<file path="config.mk">
export PLATFORM = sky130hd
export DESIGN_NAME = fwd_scoreboard_flat
export DESIGN_NICKNAME = d
export VERILOG_FILES = /design/src/rtl/fwd_scoreboard_if.sv /design/src/rtl/fwd_scoreboard.sv /design/src/flat_wrapper.sv
export SDC_FILE = /design/constraint.sdc
export NUM_CORES = 1
export LEC_CHECK = 0
export BUFFER_PORTS_ARGS = -buffer_cell sky130_fd_sc_hd__buf_2
export CAP_MARGIN = 30
export CORE_MARGIN = 5
export CORE_UTILIZATION = 40
export DETAILED_ROUTE_END_ITERATION = 6
export PLACE_DENSITY = 0.87
export SKIP_CTS_REPAIR_TIMING = 1
export SLEW_MARGIN = 20
export SYNTH_ARGS = -nofsm -noshare
export SYNTH_HDL_FRONTEND = slang
export SYNTH_SLANG_ARGS = --single-unit
</file>
<file path="constraint.sdc">
create_clock -name clk -period 6.65 [get_ports clk]
set_input_delay 0.665 -clock clk [delete_from_list [all_inputs] [get_ports clk]]
set_output_delay 0.665 -clock clk [all_outputs]
set_load 0.05 [all_outputs]
</file>
<file path="src/rtl/fwd_scoreboard_if.sv">
// ---------------------------------------------------------------------------
// fwd_scoreboard_if
//   Bundles the D-stage issue info, the later-stage result buses and the
//   per-port read/forward signals of the forwarding scoreboard.
//
//   master : D-stage / datapath side (drives issue, results, raw GRF reads)
//   slave  : the scoreboard (returns forwarded operands and the stall)
//
//   Signals:
//     d_we, d_wa, d_tnew   issue info of the instruction in D
//     ext_freeze, flush    external stall / kill of the instruction leaving D
//     stage_data           result bus of slot k at [k*DW +: DW]
//     rd_addr, rd_tuse     per-port read address and Tuse
//     rd_data_in           per-port raw GRF data
//     rd_data_out          per-port forwarded operand
//     stall                internal D-stage stall (ext_freeze not included)
//     stall_cycles,
//     fwd_hits             statistics, present only with FWD_STAT_EN defined
// ---------------------------------------------------------------------------
interface fwd_scoreboard_if #(
    parameter int NREAD = 2,
    parameter int DEPTH = 3,
    parameter int AW    = 5,
    parameter int DW    = 32
) ();
    logic                  d_we;
    logic [AW-1:0]         d_wa;
    logic [1:0]            d_tnew;
    logic                  ext_freeze;
    logic                  flush;
    logic [DEPTH*DW-1:0]   stage_data;
    logic [NREAD*AW-1:0]   rd_addr;
    logic [NREAD*2-1:0]    rd_tuse;
    logic [NREAD*DW-1:0]   rd_data_in;
    logic [NREAD*DW-1:0]   rd_data_out;
    logic                  stall;
`ifdef FWD_STAT_EN
    logic [31:0]           stall_cycles;
    logic [31:0]           fwd_hits;
`endif

    modport master (
        output d_we, d_wa, d_tnew, ext_freeze, flush, stage_data,
               rd_addr, rd_tuse, rd_data_in,
        input  rd_data_out, stall
`ifdef FWD_STAT_EN
        , input stall_cycles, fwd_hits
`endif
    );

    modport slave (
        input  d_we, d_wa, d_tnew, ext_freeze, flush, stage_data,
               rd_addr, rd_tuse, rd_data_in,
        output rd_data_out, stall
`ifdef FWD_STAT_EN
        , output stall_cycles, fwd_hits
`endif
    );
endinterface

</file>
<file path="src/rtl/fwd_scoreboard.sv">
// ---------------------------------------------------------------------------
// fwd_scoreboard
//   Register-dependency scoreboard for the 5-stage pipeline. Tracks pending
//   GRF writes in a shift register of per-stage slots (slot 0 = E,
//   slot DEPTH-1 = W). For every read port it forwards the youngest ready
//   result and raises a D-stage stall when a needed result cannot be ready
//   by that port's Tuse.
//
//   Ports:
//     clk    pipeline clock, rising edge
//     reset  asynchronous, active-low; clears all slots
//     bus    fwd_scoreboard_if.slave (issue, result buses, read ports)
//
//   Optional feature: define FWD_STAT_EN to add the stall_cycles and
//   fwd_hits statistics counters (wrap at 2^32, cleared by reset).
// ---------------------------------------------------------------------------
module fwd_scoreboard #(
    parameter int NREAD = 2,
    parameter int DEPTH = 3,   // legal 2..4
    parameter int AW    = 5,
    parameter int DW    = 32
) (
    input  logic              clk,
    input  logic              reset,
    fwd_scoreboard_if.slave   bus
);

    typedef struct packed {
        logic          valid;
        logic [AW-1:0] wa;
        logic [1:0]    tnew;
    } slot_t;

    slot_t slot_q [DEPTH];
    slot_t slot_d [DEPTH];

    logic [NREAD*DW-1:0] fwd_data;
    logic                stall_int;
    logic                issue_ok;

    // Per-port scratch for the priority search
    logic                found;
    logic [1:0]          win_tnew;
    logic [DW-1:0]       win_data;
    logic [AW-1:0]       addr;
    logic [1:0]          tuse;
`ifdef FWD_STAT_EN
    logic [31:0]         hit_cnt;
`endif

    // -----------------------------------------------------------------------
    // Forwarding select and hazard detection
    // -----------------------------------------------------------------------
    // NOTE: every variable gets a default at the top of the block so that no
    // path leaves it unassigned; otherwise synthesis infers a latch.
    always_comb begin
        fwd_data  = '0;
        stall_int = 1'b0;
        found     = 1'b0;
        win_tnew  = '0;
        win_data  = '0;
        addr      = '0;
        tuse      = '0;
`ifdef FWD_STAT_EN
        hit_cnt   = '0;
`endif
        for (int p = 0; p < NREAD; p++) begin
            addr     = bus.rd_addr[p*AW +: AW];
            tuse     = bus.rd_tuse[p*2 +: 2];
            found    = 1'b0;
            win_tnew = '0;
            win_data = '0;
            // Walk oldest to youngest so the youngest match overwrites.
            for (int k = DEPTH-1; k >= 0; k--) begin
                if (slot_q[k].valid && slot_q[k].wa != '0 && slot_q[k].wa == addr) begin
                    found    = 1'b1;
                    win_tnew = slot_q[k].tnew;
                    win_data = bus.stage_data[k*DW +: DW];
                end
            end
            if (found && win_tnew == 2'd0) begin
                fwd_data[p*DW +: DW] = win_data;
`ifdef FWD_STAT_EN
                hit_cnt = hit_cnt + 32'd1;
`endif
            end else begin
                fwd_data[p*DW +: DW] = bus.rd_data_in[p*DW +: DW];
            end
            // An older match hidden behind a younger one never stalls.
            if (found && win_tnew > tuse)
                stall_int = 1'b1;
        end
    end

    assign bus.rd_data_out = fwd_data;
    assign bus.stall       = stall_int;

    // -----------------------------------------------------------------------
    // Slot next state: E takes the D issue or a bubble, later slots always
    // advance with a saturating Tnew countdown.
    // -----------------------------------------------------------------------
    assign issue_ok = !stall_int && !bus.ext_freeze && !bus.flush;

    always_comb begin
        for (int k = 0; k < DEPTH; k++)
            slot_d[k] = '0;
        // Writes to r0 and non-writing instructions enter E as bubbles.
        if (issue_ok && bus.d_we && bus.d_wa != '0) begin
            slot_d[0].valid = 1'b1;
            slot_d[0].wa    = bus.d_wa;
            slot_d[0].tnew  = bus.d_tnew;
        end
        for (int k = 1; k < DEPTH; k++) begin
            slot_d[k].valid = slot_q[k-1].valid;
            slot_d[k].wa    = slot_q[k-1].wa;
            slot_d[k].tnew  = (slot_q[k-1].tnew == 2'd0) ? 2'd0 : slot_q[k-1].tnew - 2'd1;
        end
    end

    // NOTE: the slot array is small control state whose valid bits must be
    // clear out of reset, so it is reset explicitly rather than treated as
    // an uninitialised memory.
    always_ff @(posedge clk or negedge reset) begin
        if (!reset) begin
            for (int k = 0; k < DEPTH; k++)
                slot_q[k] <= '0;
        end else begin
            // NOTE: sequential state uses non-blocking assignment so every
            // slot samples the pre-edge value of its neighbour.
            for (int k = 0; k < DEPTH; k++)
                slot_q[k] <= slot_d[k];
        end
    end

    // A result that is still pending when it would leave W can never be
    // forwarded.
    a_tnew_range: assert property (@(posedge clk) disable iff (!reset)
        (issue_ok && bus.d_we && bus.d_wa != '0) |-> (int'(bus.d_tnew) <= DEPTH-1))
        else $error("fwd_scoreboard: d_tnew exceeds DEPTH-1");

`ifdef FWD_STAT_EN
    // -----------------------------------------------------------------------
    // Statistics
    // -----------------------------------------------------------------------
    logic [31:0] stall_cycles_q;
    logic [31:0] fwd_hits_q;

    always_ff @(posedge clk or negedge reset) begin
        if (!reset) begin
            stall_cycles_q <= '0;
            fwd_hits_q     <= '0;
        end else begin
            stall_cycles_q <= stall_cycles_q + {31'b0, stall_int};
            fwd_hits_q     <= fwd_hits_q + hit_cnt;
        end
    end

    assign bus.stall_cycles = stall_cycles_q;
    assign bus.fwd_hits     = fwd_hits_q;
`endif

endmodule
</file>
<file path="src/flat_wrapper.sv">
// flat-port wrapper written by rule: the top's interface ports become plain ports
module fwd_scoreboard_flat 
#(
    parameter int NREAD = 2,
    parameter int DEPTH = 3,                
    parameter int AW    = 5,
    parameter int DW    = 32
)
  (clk, reset, bus_d_we, bus_d_wa, bus_d_tnew, bus_ext_freeze, bus_flush, bus_stage_data, bus_rd_addr, bus_rd_tuse, bus_rd_data_in, bus_rd_data_out, bus_stall);
  fwd_scoreboard_if #(.NREAD(NREAD), .DEPTH(DEPTH), .AW(AW), .DW(DW)) bus_i ();
  input  logic clk;
  input  logic reset;
  input wire logic [$bits(bus_i.d_we)-1:0] bus_d_we;
  input wire logic [$bits(bus_i.d_wa)-1:0] bus_d_wa;
  input wire logic [$bits(bus_i.d_tnew)-1:0] bus_d_tnew;
  input wire logic [$bits(bus_i.ext_freeze)-1:0] bus_ext_freeze;
  input wire logic [$bits(bus_i.flush)-1:0] bus_flush;
  input wire logic [$bits(bus_i.stage_data)-1:0] bus_stage_data;
  input wire logic [$bits(bus_i.rd_addr)-1:0] bus_rd_addr;
  input wire logic [$bits(bus_i.rd_tuse)-1:0] bus_rd_tuse;
  input wire logic [$bits(bus_i.rd_data_in)-1:0] bus_rd_data_in;
  output wire logic [$bits(bus_i.rd_data_out)-1:0] bus_rd_data_out;
  output wire logic [$bits(bus_i.stall)-1:0] bus_stall;
  assign bus_i.d_we = bus_d_we;
  assign bus_i.d_wa = bus_d_wa;
  assign bus_i.d_tnew = bus_d_tnew;
  assign bus_i.ext_freeze = bus_ext_freeze;
  assign bus_i.flush = bus_flush;
  assign bus_i.stage_data = bus_stage_data;
  assign bus_i.rd_addr = bus_rd_addr;
  assign bus_i.rd_tuse = bus_rd_tuse;
  assign bus_i.rd_data_in = bus_rd_data_in;
  assign bus_rd_data_out = bus_i.rd_data_out;
  assign bus_stall = bus_i.stall;
  fwd_scoreboard #(.NREAD(NREAD), .DEPTH(DEPTH), .AW(AW), .DW(DW)) u_core (.clk(clk), .reset(reset), .bus(bus_i));
endmodule
</file>
==> impl_metrics.csv, run 1 <==
group,metric,value,unit
sta,period_minus_slack,4700,ps
sta,finalWorstSetupSlack,1950,ps
worst_setup_path,ff2ff_path_depth,12,
global_routing,antenna_found_initial,1,
detailed_routing,drc,0,
detailed_routing,drtAntennaViolNets,0,
detailed_routing,wl_per_cell,17.9,µm
worst_setup_path,r2r-end,"u_core.slot_q[16]",
global_routing,grt_max_degree,68,
synthesis,synth_edf_count,0,
synthesis,netlist_area,3740,µm²
sta,hold_viol,0,
synthesis,async_reset_ff_share,100,%
sta,layout_worst_path_cycle_share,70.7,%
floorplanning,die_h,107,µm
detailed_routing,routed_wl,15000,µm
sta,finalSetupViolations,0,
cts,clkSlewWorstSetupHoldPaths,70,ps
detailed_routing,vias_per_cell,5.85,
job,maxCapViolations,0,
sta,worst_pin_slew,751,ps
worst_setup_path,cp-end-kind,"output port",
worst_setup_path,path_cells,"or4_1 -> nor2_1 -> or3_1 -> buf_4 -> o41ai_1 -> o221ai_4 -> buf_16 -> mux2_2 -> buf_2",
worst_hold_path,hold_class,"in2async",
worst_setup_path,arrival,4030,ps
sta,skew,1.70,ps
floorplanning,die_area,11400,µm²
worst_setup_path,critPathTopFamily,"simple AND/OR/NAND/NOR gates",
cts,cts_tree,"built",
sta,max_freq,213,MHz
synthesis,synth_ff_type,"dfrtp_1",
cts,insertion_delay,260,ps
cts,cts_inserted_buffers,3,
synthesis,yosysWarnings,0,
run_status,status,"finished, final reports clean",
worst_setup_path,cp_slowest_cell,"o221ai_4",
worst_setup_path,crit_path_start_kind,"flop",
synthesis,ys_ff_latch,24,
sta,hold_ws,360,ps
detailed_routing,firstDrtPassIters,5,
synthesis,synth_nets,701,
finish,syn_to_final_growth,37.4,%
worst_setup_path,critical_path_buf_inv_count,3,
detailed_routing,drtIter0Drc,316,
worst_setup_path,crit_type,"reg2out",
detailed_routing,vias,4917,
sta,relSlewSlack,49.9,%
floorplanning,die_x,107,µm
place,port_buffers,250,
synthesis,syn_inst,511,
global_routing,grt_pass1_vias,4692,
worst_setup_path,max_stage_delay,610,ps
power_and_ir_drop,worst_ir_drop_vdd,0.153,mV
place,finalWeightedCongestion,1.02,
synthesis,ys_seq_area_share,16.1,%
finish,fillCellCount,864,
place,pre_cts_ws,2220,ps
global_routing,gr-total-overflow,0,
finish,regArea,601,µm²
sta,rsz0062_at_grt,"no",
sta,finalMaxSlewViolations,0,
finish,nNetsFinal,919,
worst_setup_path,cp.required,5980,ps
worst_setup_path,critPathMaxFanout,20,
cts,cts_max_level,1,
cts,clockRootBuffer,"clkbuf_8",
floorplanning,num_io_pins,251,
power_and_ir_drop,p_per_area,92.6,nW/µm²
power_and_ir_drop,p_leak,2.48,nW
cts,cts_buffer_depth,2,
floorplanning,rows,35,
finish,drive_above_1_share,46.8,%
global_routing,grt_pass1_wl,22700,µm
synthesis,synth_cell_type_count,36,
cts,cts_num_sinks,24,
sta,setup-tns-final,0,ps
place,hpwl,11800,µm
global_routing,gr-usage-all-layers,24.1,%
worst_setup_path,reg2reg_from,"u_core.slot_q[2]",
finish,multiInputGateArea,2950,µm²
synthesis,syn_area_per_cell,7.31,µm²
floorplanning,initial_core_util,40.6,%
worst_setup_path,rrSetupSlack,2930,ps
floorplanning,core,9200,µm²
## area by class of cell
type | instances | area share [%]
multi-input cells | 435 | 57.5
repair buffers | 262 | 26.8
flip-flops and latches | 24 | 11.7
well taps | 111 | 2.70
clock buffers | 4 | 1.07
inverters | 3 | 0.219
diodes | 1 | 0.0487
## where the power goes
part           internal, mW  leakage, nW  switching (mW)
Clock                0.0527       0.0288          0.0398
Combinational        0.0886         2.12           0.140
Sequential            0.149        0.329         0.00492
Total                 0.291         2.48           0.185
## metrics by stage
step	cells	instance area [µm²]	total power [mW]	utilization, %
after floorplan	511	3740	0.290	-
after global placement	833	5030	0.381	54.7
after detailed placement	835	5080	0.385	55.2
after CTS	839	5130	0.478	55.8
after global routing	840	5130	0.498	55.8
final	840	5130	0.476	55.8
## cells by family (layout without fill, tap and decap cells)
kind of cell	after synthesis	in the layout	synth area share [%]
adders and majority gates	4	4	1.34
AOI/OAI and AO/OA	113	113	17.6
DFF	24	24	16.1
buffers and inverters	52	269	5.96
and+or+nand+nor	224	224	29.7
muxes	64	64	22.3
other	0	1	0
xor gates and xnor gates	30	30	7.03
## how the worst max path moves through the flow
stage / startpoint / endpoint / slack, ps / cells past startpoint
floorplan: u_core.slot_d[2] / bus_stall / 2420 / 12
global placement: u_core.slot_d[10] / bus_rd_data_out[31] / 2050 / 8
detailed placement: bus_rd_addr[5] / bus_rd_data_out[34] / 2220 / 10
CTS: u_core.slot_d[10] / bus_rd_data_out[31] / 1930 / 9
global route: u_core.slot_d[10] / bus_rd_data_out[31] / 1750 / 9
finish: u_core.slot_d[10] / bus_rd_data_out[31] / 1950 / 9
## cell usage in the layout, fill, tap and decap left out, drive strengths merged, types with 2 or more instances in the layout
cell      n
o21a      2
clkbuf    4
or3       6
xnor2    24
nor3      7
dfrtp    24
and3      3
nor2     72
a21oi    64
ha        4
inv       3
buf     262
and2     12
a31oi    32
nor2b     3
nor4      3
o21ai     7
or4       3
mux2     64
a221o     2
xor2      6
nand3     4
nand4    68
nand2    42
## sequential cells by signal, indices dropped and copies added, names as in the netlist
name,cells
u_core.slot_d,12
u_core.slot_q,12
## per-layer routing
| metal | track usage (%) | wire length [µm] | up-vias | part of all wire [%] |
|---|---|---|---|---|
| li1 | - | - | 2328 | - |
| met1 | 29.0 | 5480 | 2245 | 36 |
| met2 | 43.9 | 7590 | 313 | 51 |
| met3 | 3.67 | 1610 | 31 | 11 |
| met4 | 7.31 | 340 | 0 | 2.3 |
| met5 | 0 | 0 | - | 0 |
## cell usage after synthesis, types with 2 or more instances
cell      instances  area [µm²]
xnor2_1          24         210
or4_1             2        15.0
o21ai_0           6        30.0
clkbuf_1         40         150
nand4_1          68         425
buf_1             2        7.51
nor2b_1           3        18.8
dfrtp_1          24         601
nand2_1          42         158
o21a_1            2        15.0
nor4_1            3        18.8
a21oi_1          64         320
xor2_1            6        52.6
buf_2             4        20.0
a31oi_1          32         200
nor2_1           72         270
buf_6             3        33.8
mux2_4           30         450
inv_1             3        11.3
a221o_1           2        20.0
nand3_1           4        20.0
or3_1             6        37.5
nor3_1            7        35.0
ha_1              4        50.1
mux2_2           34         383
and2_1           12        75.1
and3_1            3        18.8
Power figures use the tool's default switching activity.
==> run 2: changes to the inputs <==
ABC_AREA = 1   (was default)
clock period = 4.3 ns   (was 6.65 ns; I/O delays follow)
==> impl_metrics.csv, run 2 <==
group,metric,value,unit
run_status,status,"finished, final reports clean",
sta,finalMaxSlewViolations,0,
finish,multiInputGateArea,3070,µm²
floorplanning,initial_core_util,41.2,%
detailed_routing,drtAntennaViolNets,0,
worst_setup_path,cp-end-kind,"output port",
sta,rsz0062_at_grt,"no",
detailed_routing,routed_wl,17100,µm
global_routing,gr-total-overflow,0,
cts,cts_num_sinks,24,
floorplanning,die_h,113,µm
finish,fillCellCount,1093,
place,finalWeightedCongestion,0.917,
synthesis,ys_ff_latch,24,
detailed_routing,drc,0,
finish,syn_to_final_growth,32.8,%
detailed_routing,vias_per_cell,5.14,
place,hpwl,13400,µm
synthesis,syn_area_per_cell,4.96,µm²
cts,cts_inserted_buffers,3,
global_routing,antenna_found_initial,0,
synthesis,synth_area_leaders,"nand2_1, nand3_1, dfrtp_1",
synthesis,yosys.area.top_type,"nand2_1",
sta,worst_pin_slew,693,ps
synthesis,yosysTopAreaCellShare,26.3,%
global_routing,gr-usage-all-layers,25.3,%
floorplanning,die_x,113,µm
sta,finalSetupViolations,0,
worst_setup_path,critPathMaxFanout,34,
worst_setup_path,cp.required,3870,ps
synthesis,yosysWarnings,0,
worst_setup_path,arrival,3250,ps
cts,cts_buffer_depth,2,
cts,cts_max_level,1,
synthesis,synth_ff_type,"dfrtp_1",
synthesis,netlist_area,4280,µm²
detailed_routing,vias,6251,
cts,insertion_delay,260,ps
detailed_routing,drtIter0Drc,554,
floorplanning,core,10400,µm²
synthesis,yosysMostFrequentCell,"nand2_1",
synthesis,ys_seq_area_share,14.0,%
cts,cts_tree,"built",
synthesis,synth_edf_count,0,
place,place_inst,1212,
finish,regArea,601,µm²
sta,hold_viol,0,
synthesis,synth_cell_type_count,25,
sta,skew,2.59,ps
finish,fin_area,5680,µm²
worst_setup_path,reg2reg_from,"u_core.slot_d[3]",
power_and_ir_drop,p_per_area,140,nW/µm²
job,maxCapViolations,0,
worst_setup_path,crit_start,"u_core.slot_d[3]",
sta,setup-tns-final,0,ps
cts,clockRootBuffer,"clkbuf_8",
sta,max_freq,272,MHz
synthesis,syn_inst,862,
detailed_routing,wl_per_cell,14.1,µm
detailed_routing,firstDrtPassIters,6,
finish,num_antenna_cells,0,
global_routing,grt_pass1_wl,27300,µm
worst_setup_path,crit_type,"reg2out",
finish,final_cell_mix,"nand2_1, buf_2, nand3_1",
finish,nNetsFinal,1271,
finish,final_core_util,54.8,%
place,port_buffers,250,
global_routing,grt_pass1_vias,5848,
worst_hold_path,hold_class,"in2async",
sta,relSlewSlack,53.6,%
floorplanning,num_io_pins,251,
sta,period_minus_slack,3680,ps
power_and_ir_drop,p_leak,3.63,nW
floorplanning,rows,37,
finish,drive_above_1_share,26.8,%
power_and_ir_drop,worst_ir_drop_vdd,0.193,mV
finish,fin_cells,1216,
synthesis,synthTopCellsByCount,"nand2_1, nand3_1, nor2_1",
place,placed_area,5610,µm²
global_routing,grt_max_degree,53,
sta,layout_worst_path_cycle_share,85.5,%
finish,layout_commonest_cell,"nand2_1",
synthesis,synth_nets,1052,
cts,clkSlewWorstSetupHoldPaths,80,ps
synthesis,async_reset_ff_share,100,%
worst_setup_path,crit_path_start_kind,"flop",
floorplanning,die_area,12900,µm²
-- run 2: path summary, 6_finish.rpt --
path / endpoint / slack, ps / cells past startpoint
setup / recovery: bus_rd_data_out[26] / 620 / 13
hold / removal: u_core.slot_d[6] / 130 / 1
setup reg to reg: u_core.slot_q[16] / 1370 / 14
hold reg to reg: u_core.slot_q[7] / 390 / 0
max in group asynchronous: u_core.slot_d[4] / 3830 / 1
min in group clk: u_core.slot_q[16] / 380 / 3
-- run 2: critical path, cell delays in order, from the launching register on --
cell and delay (ps):
dfrtp_1 440, nor2_1 170, nand3_1 90, nand2_1 110, inv_1 80, nand3_2 270
nand2_1 100, nand3_1 80, nand2_1 70, inv_2 500, nand2_2 590, nand2_1 200
nand2_1 60, buf_2 210
-- run 2: cells by family (layout without fill, tap and decap cells) --
family | count (synthesis) | count (layout) | share of synthesized area [%]
AND/OR/NAND/NOR | 586 | 586 | 57.4
buffers and inverters | 157 | 375 | 14.5
AO/OA/AOI/OAI | 71 | 71 | 8.78
flip-flops | 24 | 24 | 14.0
XOR/XNOR | 20 | 20 | 4.10
adder cells (fa/ha/maj) | 4 | 4 | 1.17
-- run 2: cell type report --
cell class	instances	share of cell area [%]
Multi-Input combinational cell	681	54.1
Timing Repair Buffer	266	24.2
Sequential cell	24	10.6
Inverter	105	6.94
Tap cell	136	3.00
Clock buffer	3	0.727
Clock inverter	1	0.529
-- run 2: metrics by stage --
step                      hold WS (ps)  setup slack, ps  power (mW)
after floorplan                    134             1590       0.457
after global placement             369              859       0.604
after detailed placement           376              819       0.609
after CTS                          141              646       0.800
after global routing               166              241       0.847
final                              131              624       0.795
-- run 2: per-layer routing --
layer  track usage (%)  share of wire, %
met1              31.9                38
met4              8.33               2.7
met2              44.6                49
met3              2.97                11
met5                 0                 0
-- run 2: power by group --
| group | switching [mW] | internal, mW |
|---|---|---|
| logic | 0.241 | 0.126 |
| registers | 0.00657 | 0.231 |
| clock network | 0.0660 | 0.124 |
==> run 3: changes to the inputs <==
BUFFER_PORTS_ARGS = default   (was -buffer_cell sky130_fd_sc_hd__buf_2)
DONT_BUFFER_PORTS = 1   (was default)
PLACE_DENSITY = 0.66   (was 0.87)
==> impl_metrics.csv, run 3 (synthesized netlist as in run 2, its figures left out) <==
group,metric,value,unit
global_routing,gr-total-overflow,0,
cts,cts_tree,"built",
power_and_ir_drop,sw_frac_of_total,39.9,%
place,finalWeightedCongestion,0.881,
floorplanning,rows,37,
detailed_routing,drtIter0Drc,546,
detailed_routing,routed_wl,17800,µm
power_and_ir_drop,p_leak,3.09,nW
place,placed_area,5220,µm²
global_routing,grt_pass1_vias,5456,
detailed_routing,vias_per_cell,5.46,
power_and_ir_drop,intPower,0.439,mW
finish,layout_commonest_cell,"nand2_1",
sta,worst_pin_slew,766,ps
sta,layout_worst_path_cycle_share,89.9,%
worst_setup_path,cp_slowest_cell,"nand2_2",
global_routing,gr-usage-all-layers,26.6,%
sta,relSlewSlack,48.9,%
power_and_ir_drop,p_clk_share,20.6,%
global_routing,grt_max_degree,35,
worst_setup_path,critPathTopFamily,"simple AND/OR/NAND/NOR gates",
detailed_routing,wl_per_cell,17.2,µm
power_and_ir_drop,pwr-share-seq,32.4,%
cts,cts_buffer_depth,2,
floorplanning,num_io_pins,251,
floorplanning,die_area,12900,µm²
worst_setup_path,arrival,3440,ps
finish,num_antenna_cells,0,
finish,nNetsFinal,1086,
floorplanning,die_x,113,µm
worst_setup_path,crit_path_start_kind,"flop",
place,port_buffers,0,
finish,final_cell_mix,"nand2_1, nand3_1, nor2_1",
floorplanning,initial_core_util,41.2,%
finish,fin_cells,1031,
sta,skew,1.27,ps
floorplanning,core,10400,µm²
detailed_routing,drtAntennaViolNets,0,
power_and_ir_drop,p_sw,0.292,mW
cts,insertion_delay,260,ps
worst_setup_path,cp.required,3870,ps
job,maxCapViolations,0,
sta,setup-tns-final,0,ps
sta,finalMaxSlewViolations,0,
sta,max_freq,259,MHz
power_and_ir_drop,p_per_area,138,nW/µm²
cts,cts_inserted_buffers,3,
detailed_routing,drc,0,
finish,fin_area,5310,µm²
finish,final_core_util,51.2,%
floorplanning,die_h,113,µm
detailed_routing,vias,5630,
worst_setup_path,path_cells,"xnor2_1 -> nand2_1 -> nor2_1 -> nand3_2 -> nand3_1 -> nand2_1 -> inv_2 -> nand2_2 -> nand2_1 -> nand2_1 -> buf_4",
place,place_inst,1025,
sta,period_minus_slack,3870,ps
worst_setup_path,critical_path_buf_inv_count,2,
cts,cts_num_sinks,24,
sta,hold_viol,0,
sta,rsz0062_at_grt,"no",
detailed_routing,firstDrtPassIters,7,
global_routing,antenna_found_initial,0,
place,hpwl,13700,µm
cts,clockRootBuffer,"clkbuf_8",
worst_setup_path,crit_type,"reg2out",
cts,cts_max_level,1,
worst_setup_path,critPathMaxFanout,34,
run_status,status,"finished, final reports clean",
global_routing,grt_pass1_wl,28100,µm
cts,clkSlewWorstSetupHoldPaths,80,ps
power_and_ir_drop,pwr-share-comb,47.0,%
worst_setup_path,cp-end-kind,"output port",
worst_setup_path,max_stage_delay,570,ps
finish,drive_above_1_share,11.5,%
sta,finalSetupViolations,0,
finish,syn_to_final_growth,24.2,%
worst_setup_path,cpMostUsedCell,"nand2_1",
power_and_ir_drop,worst_ir_drop_vdd,0.191,mV
worst_hold_path,hold_class,"in2reg",
finish,fillCellCount,1091,
==> run 3: cell count changes in the layout (fill, tap and decap cells not counted) <==
cell and change:
bufinv_16 -1, buf_4 +32, clkbuf_8 +1, dlygate4sd3_1 +1
buf_2 -250, buf_12 +31, buf_16 +1
==> run 3: worst register-to-register path: stages, from the launching register on <==
cell and delay, ps:
dfrtp_1 430, xnor2_1 210, nand2_1 70, nor2_1 110, nand3_2 400, nand3_1 250, nand2_1 80, inv_2 510
ha_1 370, nand2_1 70, nand3_1 130, nand4_1 170, nor2_1 70
==> run 3: worst paths after layout <==
check / from / end / slack (ps) / cells past startpoint
min reg2reg: u_core.slot_d[15] / u_core.slot_d[7] / 390 / 0
max in group asynchronous: reset / u_core.slot_q[1] / 3570 / 2
max: u_core.slot_d[10] / bus_rd_data_out[36] / 430 / 11
min: bus_d_wa[1] / u_core.slot_d[11] / 260 / 2
min in group asynchronous: reset / u_core.slot_d[2] / 580 / 2
max reg2reg: u_core.slot_d[10] / u_core.slot_q[16] / 1330 / 12
==> run 3: per-stage QoR <==
step,power (mW),hold slack [ps],setup slack [ps]
6_report,0.731,263,435
5_1_grt,0.771,263,110
4_1_cts,0.728,-155,392
3_5_place_dp,0.577,135,694
3_3_place_gp,0.573,135,706
2_1_floorplan,0.457,134,1590
==> run 3: power groups by stage <==
| stage | combinational (mW) | clock [mW] | sequential (mW) |
|---|---|---|---|
| finish | 0.343 | 0.151 | 0.237 |
| global route | 0.369 | 0.164 | 0.238 |
| CTS | 0.337 | 0.155 | 0.237 |
| detailed placement | 0.336 | 0 | 0.241 |
| global placement | 0.332 | 0 | 0.241 |
| floorplan | 0.217 | 0 | 0.240 |
==> run 3: area by class of cell <==
cell class,instances,area (µm²),area share [%]
Sequential cell,24,601,11.3
Multi-Input combinational cell,681,3070,57.8
Clock buffer,4,55.1,1.04
Tap cell,136,170,3.21
Timing Repair Buffer,81,1020,19.2
Inverter,105,394,7.42
==> run 3: per-layer routing <==
| metal | track usage (%) | vias up | share of wire (%) |
|---|---|---|---|
| met1 | 33.1 | 2474 | 38 |
| li1 | - | 2746 | - |
| met5 | 0 | - | 0 |
| met3 | 4.72 | 52 | 10 |
| met2 | 46.5 | 358 | 48 |
| met4 | 9.13 | 0 | 3.3 |
